==> src/rtl/alu_share_arbiter.sv <==
// Round-robin sharing of one combinational ALU between two requesters.
// Requester 0 is the execute stage, requester 1 the address/branch helper.
// The granted request drives the ALU, and the result is captured in a
// one-entry response register tagged with requester id and tag.
//
// Ports:
//   clock, reset_n                 clock and asynchronous active-low reset
//   req{0,1}_valid/_ready          request handshake
//   req{0,1}_ctrl/_a/_b/_tag       request payload
//   alu_ctrl, alu_a, alu_b         drive to the shared ALU (zero when idle)
//   alu_result                     combinational ALU result
//   rsp_valid/_ready               response handshake
//   rsp_id, rsp_tag, rsp_result    captured response
module alu_share_arbiter #(
  parameter int unsigned WIDTH  = 32,
  parameter int unsigned CTRL_W = 6,
  parameter int unsigned TAG_W  = 4
) (
  input  logic              clock,
  input  logic              reset_n,
  input  logic              req0_valid,
  output logic              req0_ready,
  input  logic [CTRL_W-1:0] req0_ctrl,
  input  logic [WIDTH-1:0]  req0_a,
  input  logic [WIDTH-1:0]  req0_b,
  input  logic [TAG_W-1:0]  req0_tag,
  input  logic              req1_valid,
  output logic              req1_ready,
  input  logic [CTRL_W-1:0] req1_ctrl,
  input  logic [WIDTH-1:0]  req1_a,
  input  logic [WIDTH-1:0]  req1_b,
  input  logic [TAG_W-1:0]  req1_tag,
  output logic [CTRL_W-1:0] alu_ctrl,
  output logic [WIDTH-1:0]  alu_a,
  output logic [WIDTH-1:0]  alu_b,
  input  logic [WIDTH-1:0]  alu_result,
  output logic              rsp_valid,
  input  logic              rsp_ready,
  output logic              rsp_id,
  output logic [TAG_W-1:0]  rsp_tag,
  output logic [WIDTH-1:0]  rsp_result
);

  logic              last_grant_q, last_grant_d;
  logic              rsp_valid_q, rsp_valid_d;
  logic              rsp_id_q, rsp_id_d;
  logic [TAG_W-1:0]  rsp_tag_q, rsp_tag_d;
  logic [WIDTH-1:0]  rsp_result_q, rsp_result_d;
  logic              can_issue;
  logic              gnt0, gnt1;

  // Grant and ALU operand mux.
  always_comb begin
    can_issue = !rsp_valid_q || rsp_ready;
    gnt0      = 1'b0;
    gnt1      = 1'b0;
    if (can_issue) begin
      // Requester 0 wins unless requester 1 also wants it and 0 went last.
      if (req0_valid && (!req1_valid || last_grant_q)) begin
        gnt0 = 1'b1;
      end else if (req1_valid) begin
        gnt1 = 1'b1;
      end
    end
    req0_ready = gnt0;
    req1_ready = gnt1;
    alu_ctrl   = '0;
    alu_a      = '0;
    alu_b      = '0;
    if (gnt0) begin
      alu_ctrl = req0_ctrl;
      alu_a    = req0_a;
      alu_b    = req0_b;
    end else if (gnt1) begin
      alu_ctrl = req1_ctrl;
      alu_a    = req1_a;
      alu_b    = req1_b;
    end
  end

  // Response register next state.
  always_comb begin
    last_grant_d = last_grant_q;
    rsp_valid_d  = rsp_valid_q;
    rsp_id_d     = rsp_id_q;
    rsp_tag_d    = rsp_tag_q;
    rsp_result_d = rsp_result_q;
    if (gnt0 || gnt1) begin
      last_grant_d = gnt1;
      rsp_valid_d  = 1'b1;
      rsp_id_d     = gnt1;
      rsp_tag_d    = gnt1 ? req1_tag : req0_tag;
      rsp_result_d = alu_result;
    end else if (rsp_ready) begin
      // Drain only; data is left as-is.
      rsp_valid_d = 1'b0;
    end
  end

  always_ff @(posedge clock or negedge reset_n) begin
    if (!reset_n) begin
      last_grant_q <= 1'b1;
      rsp_valid_q  <= 1'b0;
      rsp_id_q     <= 1'b0;
      rsp_tag_q    <= '0;
      rsp_result_q <= '0;
    end else begin
      last_grant_q <= last_grant_d;
      rsp_valid_q  <= rsp_valid_d;
      rsp_id_q     <= rsp_id_d;
      rsp_tag_q    <= rsp_tag_d;
      rsp_result_q <= rsp_result_d;
    end
  end

  assign rsp_valid  = rsp_valid_q;
  assign rsp_id     = rsp_id_q;
  assign rsp_tag    = rsp_tag_q;
  assign rsp_result = rsp_result_q;

endmodule
==> config.mk <==
export PLATFORM = sky130hd
export DESIGN_NAME = alu_share_arbiter
export DESIGN_NICKNAME = d
export VERILOG_FILES = /design/src/rtl/alu_share_arbiter.sv
export SDC_FILE = /design/constraint.sdc
export NUM_CORES = 1
export LEC_CHECK = 0
export ABC_AREA = 1
export CAP_MARGIN = 15
export CORE_AREA = 3 3 114 116
export CTS_CLUSTER_SIZE = 10
export DETAILED_ROUTE_END_ITERATION = 8
export DIE_AREA = 0 0 117 119
export DONT_BUFFER_PORTS = 1
export PLACE_DENSITY = 0.43
export SETUP_SLACK_MARGIN = 0.5
export SLEW_MARGIN = 5
export SYNTH_ARGS = -nofsm -noshare
export SYNTH_HDL_FRONTEND = slang
export SYNTH_SLANG_ARGS = --single-unit
==> constraint.sdc <==
create_clock -name clock -period 2.65 [get_ports clock]
set_input_delay 0.265 -clock clock [delete_from_list [all_inputs] [get_ports clock]]
set_output_delay 0.265 -clock clock [all_outputs]
set_load 0.01 [all_outputs]
==> metrics.md, run 1 <==
| Metric | Value |
|---|---|
| Yosys Warn Count | `0` |
| Top post-synthesis cells by area | `nand2_1 49%, dfrtp_1 39%, buf_6 3.7%` |
| Clock Tree Buf Depth | `2` |
| CP Capture Type | `primary output` |
| Synth Instances | `402` |
| Setup TNS Final | `0 ns` |
| Worst-path maximum fanout | `74` |
| Routed wire per std cell | `17.5 um` |
| HPWL after DPL | `7.67 mm` |
| Clk slew on worst S/H paths | `0.06 ns` |
| WP data required | `2.38 ns` |
| Met3 wire len | `933 um` |
| Final core utilization | `22.6%` |
| GP Congestion | `0.697` |
| # Post-CTS Setup Buffers | `0` |
| Power Density | `676 nW/um^2` |
| Starting density of the core | `20.5%` |
| Relative slew slack | `37.5%` |
| CTS tree | `built` |
| CP max-delay cell | `dfstp_2` |
| Worst reg-to-reg path cell count | `4` |
| Synth top area share | `49.0%` |
| Post-route minimum period | `2.00 ns` |
| First-pass GRT wire length | `12.8 mm` |
| Clk_lat worst skew | `0.27 ns` |
| Initial antenna violation count | `2` |
| Pins over their slew limit | `0` |
| Via count | `2418` |
| Fin nets | `577` |
| RSZ-0062 raised after global routing | `no` |
| Flop2flop setup slack | `1.08 ns` |
| CTS Sinks | `39` |
| Die X | `117 um` |
| Register area | `977 sq um` |
| Fin crit share | `75.4%` |
| Vias in the first global route | `2189` |
| # setup viols final | `0` |
| Non-Filler Instances | `542` |
| Max IR drop VDD | `0.000263 V` |
| Area Overhead vs Synth | `10.2%` |
| 1st-iter DRT viols | `102` |
| Area occupied by multi-input gates | `1280 sq um` |
| Fill count | `1359` |
| Die Span Y | `119 um` |
| Worst Hold Depth | `2` |
| Hold Fails Final Rpt | `0` |
| Min Hold Slack | `0.0960 ns` |
| Synthesized Nets | `587` |
| Global route overflow | `0` |
| Rows | `40` |
| Uppermost routed layer | `met4` |
| CP dominant cell by count | `nand2_1` |
| Placed Instances | `530` |
| Met1 WL | `3.67 mm` |
| Leading area contributor after synthesis | `nand2_1` |
| Fmax achieved | `0.500 GHz` |
| Share of cells above drive strength 1 | `4.58%` |
| Root buffer cell | `clkbuf_16` |
| Post-route DRC violation count | `0` |
| Leakage | `1.55 nW` |
| Maximum level of the CTS H-tree | `2` |
| CP peak stage delay | `0.56 ns` |
| Cell family with most CP delay | `flip-flops` |
| Wirelength, routed | `9.48 mm` |
| Core area | `12000 sq um` |
| Worst-Margin Slew | `0.936 ns` |
| Max-Cap Viols | `0` |
| Status | `finished, final reports clean` |
| Clk_skew | `0.00231 ns` |
| Mean Syn Cell Area | `6.12 sq um` |
| Drt pass-1 iters | `5` |
| Routed met2 length | `4.81 mm` |
| WP buf/inv | `3` |
| #FFs+latches synth | `39` |
| ANT nets after route | `0` |
| I/O pin cnt | `295` |
| Yosys cell types | `16` |
| CP Class | `flop to primary output` |
| Num CTS Buffers | `5` |
| CP startpoint kind | `flop` |
| Hold WC Path Type | `input pin to flop` |
| Mapped cell area | `2460 sq um` |
| Input/output buffers | `0` |
| Gr usage total | `12.0%` |
| Worst-path cell chain | `inv_1 > nand2_1 > nand3_2 > inv_2 > buf_12 > nand2_1 > nand2_1` |
| Vias per inst | `4.46` |
| Die footprint | `13900 sq um` |
| Pin count of the biggest net entering global routing | `75` |
| Levels on crit path | `7` |
| Sequential share of the synthesized area | `39.7%` |
| CP arrival | `1.73 ns` |
area by class of cell:
cell class | count | share of cell area (%)
inverters | 8 | 1.29
repair buffers | 6 | 3.14
clock buffers | 6 | 4.76
diodes | 2 | 0.185
multi-input cells | 332 | 47.3
flip-flops and latches | 39 | 36.1
well taps | 147 | 6.79
clock inverters | 2 | 0.462
Yosys cell counts (all sizes together):
master and count:
nand2 321, o2bb2ai 1, a21oi 2, dfstp 1
nor2 2, nand3 4, dfrtp 38, a21boi 1
buf 22, nand3b 1, clkbuf 1, inv 8
worst paths after layout:
| kind | startpoint | to |
|---|---|---|
| setup / recovery | last_grant_q | alu_a[26] |
| hold / removal | alu_result[30] | rsp_result[30] |
| setup reg to reg | rsp_valid | rsp_result[7] |
| hold reg to reg | last_grant_q | last_grant_q |
| max in group asynchronous | reset_n | last_grant_q |
| min in group asynchronous | reset_n | rsp_result[30] |
report_power, final:
group	switching (W)	internal, W
Clock	0.000230	0.000347
Sequential	0.000115	0.000690
Combinational	0.000328	0.000121
Total	0.000673	0.00116
flip-flops by register name, summed over array words and instances, names as in the netlist:
register and flops:
rsp_id 1, last_grant_q 1, rsp_tag 4, rsp_result 32, rsp_valid 1
routing by layer:
layer	up-vias	GRT usage, %
met5	-	0
met4	0	3.01
met3	7	4.07
met2	158	20.7
met1	1084	14.2
li1	1169	-
timing repair:
item	in CTS	in global routing
resized for setup	1	1
cloned	0	0
setup endpoints to repair	24	2
hold endpoints to repair	39	0
pin swaps	0	0
hold buffers	2	0
cell families (layout without fill, tap and decap cells):
family,after synthesis,after routing,synth area share [%]
simple gates,328,328,50.6
flops,39,39,39.7
buf+inv,31,22,8.40
compound gates,4,4,1.22
other cells,0,2,0
worst register-to-register path, stage by stage (launching register included):
cell and delay, ns:
dfrtp_1 0.44, o2bb2ai_2 0.15, inv_1 0.68, nand2_1 0.13, nand2_1 0.10
metrics by stage:
stage	worst slack [ns]	total power (W)	instance area (sq um)
6_report	0.652	0.00183	2710
5_1_grt	0.536	0.00197	2710
4_1_cts	0.610	0.00187	2700
3_5_place_dp	0.747	0.00125	2530
3_3_place_gp	0.802	0.00125	2530
2_1_floorplan	1.22	0.00118	2460
placed cells by master, fill, tap and decap left out:
cell,instances
buf_12,3
buf_4,2
dfstp_2,1
clkbuf_1,1
nand3_1,3
o2bb2ai_2,1
nand2_1,321
a21oi_1,2
clkinvlp_4,1
nand3b_1,1
nor2_1,2
dfrtp_1,38
diode_2,2
inv_6,1
inv_2,1
nand3_2,1
a21boi_2,1
dlygate4sd3_1,1
clkbuf_16,5
clkinv_2,1
inv_1,6
No activity file was read; power rests on OpenSTA's default activity.
==> run 2, diff against run 1 <==
- clock period: 2.65 -> 2.06 ns (I/O delays scaled with it)
==> run 2 against run 1 <==
  * Non-clock buffer count grew 24
  * Total power increased by 51%
  * Critical path type unchanged
  * Sequential share of layout area decreased by 8.3 points
  * Utilization rose by 6.7 points
  * Cell count rose by 4.2%
  * Critical path depth stayed put
  * Largest power group unchanged
==> metrics.md, run 2 (same netlist as run 1, synthesis figures left out) <==
| Metric | Value |
|---|---|
| Status | `finished, final reports clean (unchanged)` |
| Worst-Margin Slew | `0.356 ns (was 0.936 ns)` |
| Starting density of the core | `20.5% (unchanged)` |
| ANT nets after route | `0 (unchanged)` |
| Fin nets | `601 (was 577)` |
| CP Class | `flop to primary output (unchanged)` |
| Area Overhead vs Synth | `43.2% (was 10.2%)` |
| Routed wire per std cell | `21.7 um (was 17.5 um)` |
| Worst-path cell chain | `buf_4 > a21boi_4 > nand2_4 > clkinv_8 > clkbuf_16 > nand2_1 > nand2_1 (was inv_1 > nand2_1 > nand3_2 > inv_2 > buf_12 > nand2_1 > nand2_1)` |
| Num CTS Buffers | `5 (unchanged)` |
| Input/output buffers | `0 (unchanged)` |
| Power Density | `784 nW/um^2 (was 676 nW/um^2)` |
| Core area | `12000 sq um (unchanged)` |
| I/O pin cnt | `295 (unchanged)` |
| # setup viols final | `0 (unchanged)` |
| Place WS | `0.467 ns (was 0.747 ns)` |
| Pin count of the biggest net entering global routing | `40 (was 75)` |
| Worst-path maximum fanout | `12 (was 74)` |
| Drt pass-1 iters | `4 (was 5)` |
| Initial antenna violation count | `1 (was 2)` |
| CTS tree | `built (unchanged)` |
| Area occupied by multi-input gates | `1580 sq um (was 1280 sq um)` |
| CP startpoint kind | `flop (unchanged)` |
| Fill count | `1297 (was 1359)` |
| CP dominant cell by count | `nand2_1 (unchanged)` |
| Post-route minimum period | `1.78 ns` |
| HPWL after DPL | `7.71 mm (was 7.67 mm)` |
| Clk_lat worst skew | `0.27 ns (about the same)` |
| Max-Cap Viols | `0 (unchanged)` |
| CTS Sinks | `39 (unchanged)` |
| Die Span Y | `119 um (unchanged)` |
| 1st-iter DRT viols | `118 (was 102)` |
| CP Capture Type | `primary output (unchanged)` |
| Vias in the first global route | `2691 (was 2189)` |
| Max reg flops | `32 (unchanged)` |
| Clk_skew | `0.00323 ns (was 0.00231 ns)` |
| Pins over their slew limit | `0 (unchanged)` |
| Most frequent cells in the layout | `225 x nand2_1, 88 x nand2_2, 37 x dfrtp_1 (was 321 x nand2_1, 38 x dfrtp_1, 6 x inv_1)` |
| Commonest non-fill, non-tap cell in the layout | `nand2_1 (unchanged)` |
| Clock Tree Buf Depth | `2 (unchanged)` |
| Maximum level of the CTS H-tree | `2 (unchanged)` |
| Vias per inst | `4.78 (was 4.46)` |
| Global route overflow | `0 (unchanged)` |
| Via count | `2703 (was 2418)` |
| Max IR drop VDD | `0.000389 V (was 0.000263 V)` |
| Rows | `40 (unchanged)` |
| First-pass GRT wire length | `15.6 mm (was 12.8 mm)` |
| Hold Fails Final Rpt | `0 (unchanged)` |
| WP data required | `1.85 ns (was 2.38 ns)` |
| Hold WC Path Type | `input pin to flop (unchanged)` |
| Die X | `117 um (unchanged)` |
| Fmax achieved | `0.561 GHz` |
| Die footprint | `13900 sq um (unchanged)` |
| Relative slew slack | `76.2% (was 37.5%)` |
| Setup TNS Final | `0 ns (unchanged)` |
| RSZ-0062 raised after global routing | `yes (was no)` |
| CP arrival | `1.58 ns (was 1.73 ns)` |
| Share of cells above drive strength 1 | `33.3% (was 4.58%)` |
| GP Congestion | `0.693 (was 0.697)` |
| Wirelength, routed | `12.3 mm (was 9.48 mm)` |
| CP peak stage delay | `0.53 ns (was 0.56 ns)` |
| Clk slew on worst S/H paths | `0.06 ns (about the same)` |
| Fin crit share | `86.5%` |
| Register area | `978 sq um (was 977 sq um)` |
| Root buffer cell | `clkbuf_16 (unchanged)` |
| Post-route DRC violation count | `0 (unchanged)` |
| Leakage | `1.82 nW (was 1.55 nW)` |
| CP max-delay cell | `dfstp_2 (unchanged)` |
| Gr usage total | `14.9% (was 12.0%)` |
| Setup ws final | `0.278 ns (was 0.652 ns)` |
-- run 2: cell count changes in the layout (fill, tap and decap cells not counted), sizes merged --
cell,previous run,this run
clkbuf,6,15
clkinvlp,1,0
clkinv,1,2
inv,8,7
diode,2,1
buf,5,21
-- run 2: layout make-up --
| cell class | instances | share of cell area, % |
|---|---|---|
| Clock buffer | 7 | 3.77 |
| Timing Repair Buffer | 30 | 16.8 |
| Inverter | 8 | 1.42 |
| Multi-Input combinational cell | 332 | 44.8 |
| Sequential cell | 39 | 27.8 |
| Antenna cell | 1 | 0.0711 |
| Clock inverter | 1 | 0.142 |
| Tap cell | 147 | 5.23 |
-- run 2: worst paths after layout --
| check | from | endpoint | slack [ns] | cells after the start |
|---|---|---|---|---|
| max | last_grant_q | alu_a[31] | 0.28 | 7 |
| min | alu_result[25] | rsp_result[25] | 0.04 | 2 |
| max reg2reg | last_grant_q | rsp_id | 0.67 | 7 |
| min reg2reg | rsp_result[0] | rsp_result[0] | 0.55 | 2 |
| max in group asynchronous | reset_n | last_grant_q | 1.41 | 2 |
| min in group asynchronous | reset_n | rsp_result[30] | 0.40 | 2 |
-- run 2: per-stage QoR --
stage	instances	hold slack (ns)	util, %	cell area, sq um	power, W
detailed placement	532	-0.0885	21.2	2540	0.00163
finish	565	0.0391	29.3	3520	0.00276
global placement	532	-0.0884	21.2	2540	0.00162
CTS	555	0.0336	26.9	3230	0.00266
global route	565	0.0313	29.3	3520	0.00294
floorplan	402	-0.0896	-	2460	0.00151
-- run 2: per-layer routing --
layer | track usage [%] | routed length [um] | vias to the layer above
met3 | 5.23 | 1280 | 15
met5 | 0 | 0 | -
met1 | 17.2 | 4680 | 1272
li1 | - | - | 1225
met2 | 25.6 | 6020 | 191
met4 | 4.73 | 304 | 0
-- run 2: worst max-delay path: cells and delay by family, from the launching register on --
kind / cells / cell delay, ns
flip-flops: 1 / 0.53
AND/OR/NAND/NOR: 3 / 0.27
AO/OA/AOI/OAI: 1 / 0.06
buffers and inverters: 3 / 0.44
-- run 2: power breakdown --
part           switching (W)  internal [W]  total [W]
Combinational       0.000590      0.000396   0.000986
Sequential          0.000152      0.000888    0.00104
Clock               0.000285      0.000447   0.000732
Total                0.00103       0.00173    0.00276
-- run 2: repair_timing --
action                                 in CTS  in global routing
setup endpoints to repair                  71                 72
hold buffers                                2                  0
resized for setup                         102                 28
cloned                                      7                  8
buffers inserted                            6                  1
endpoints found under the hold margin      39                  0
pin swaps                                  24                 12
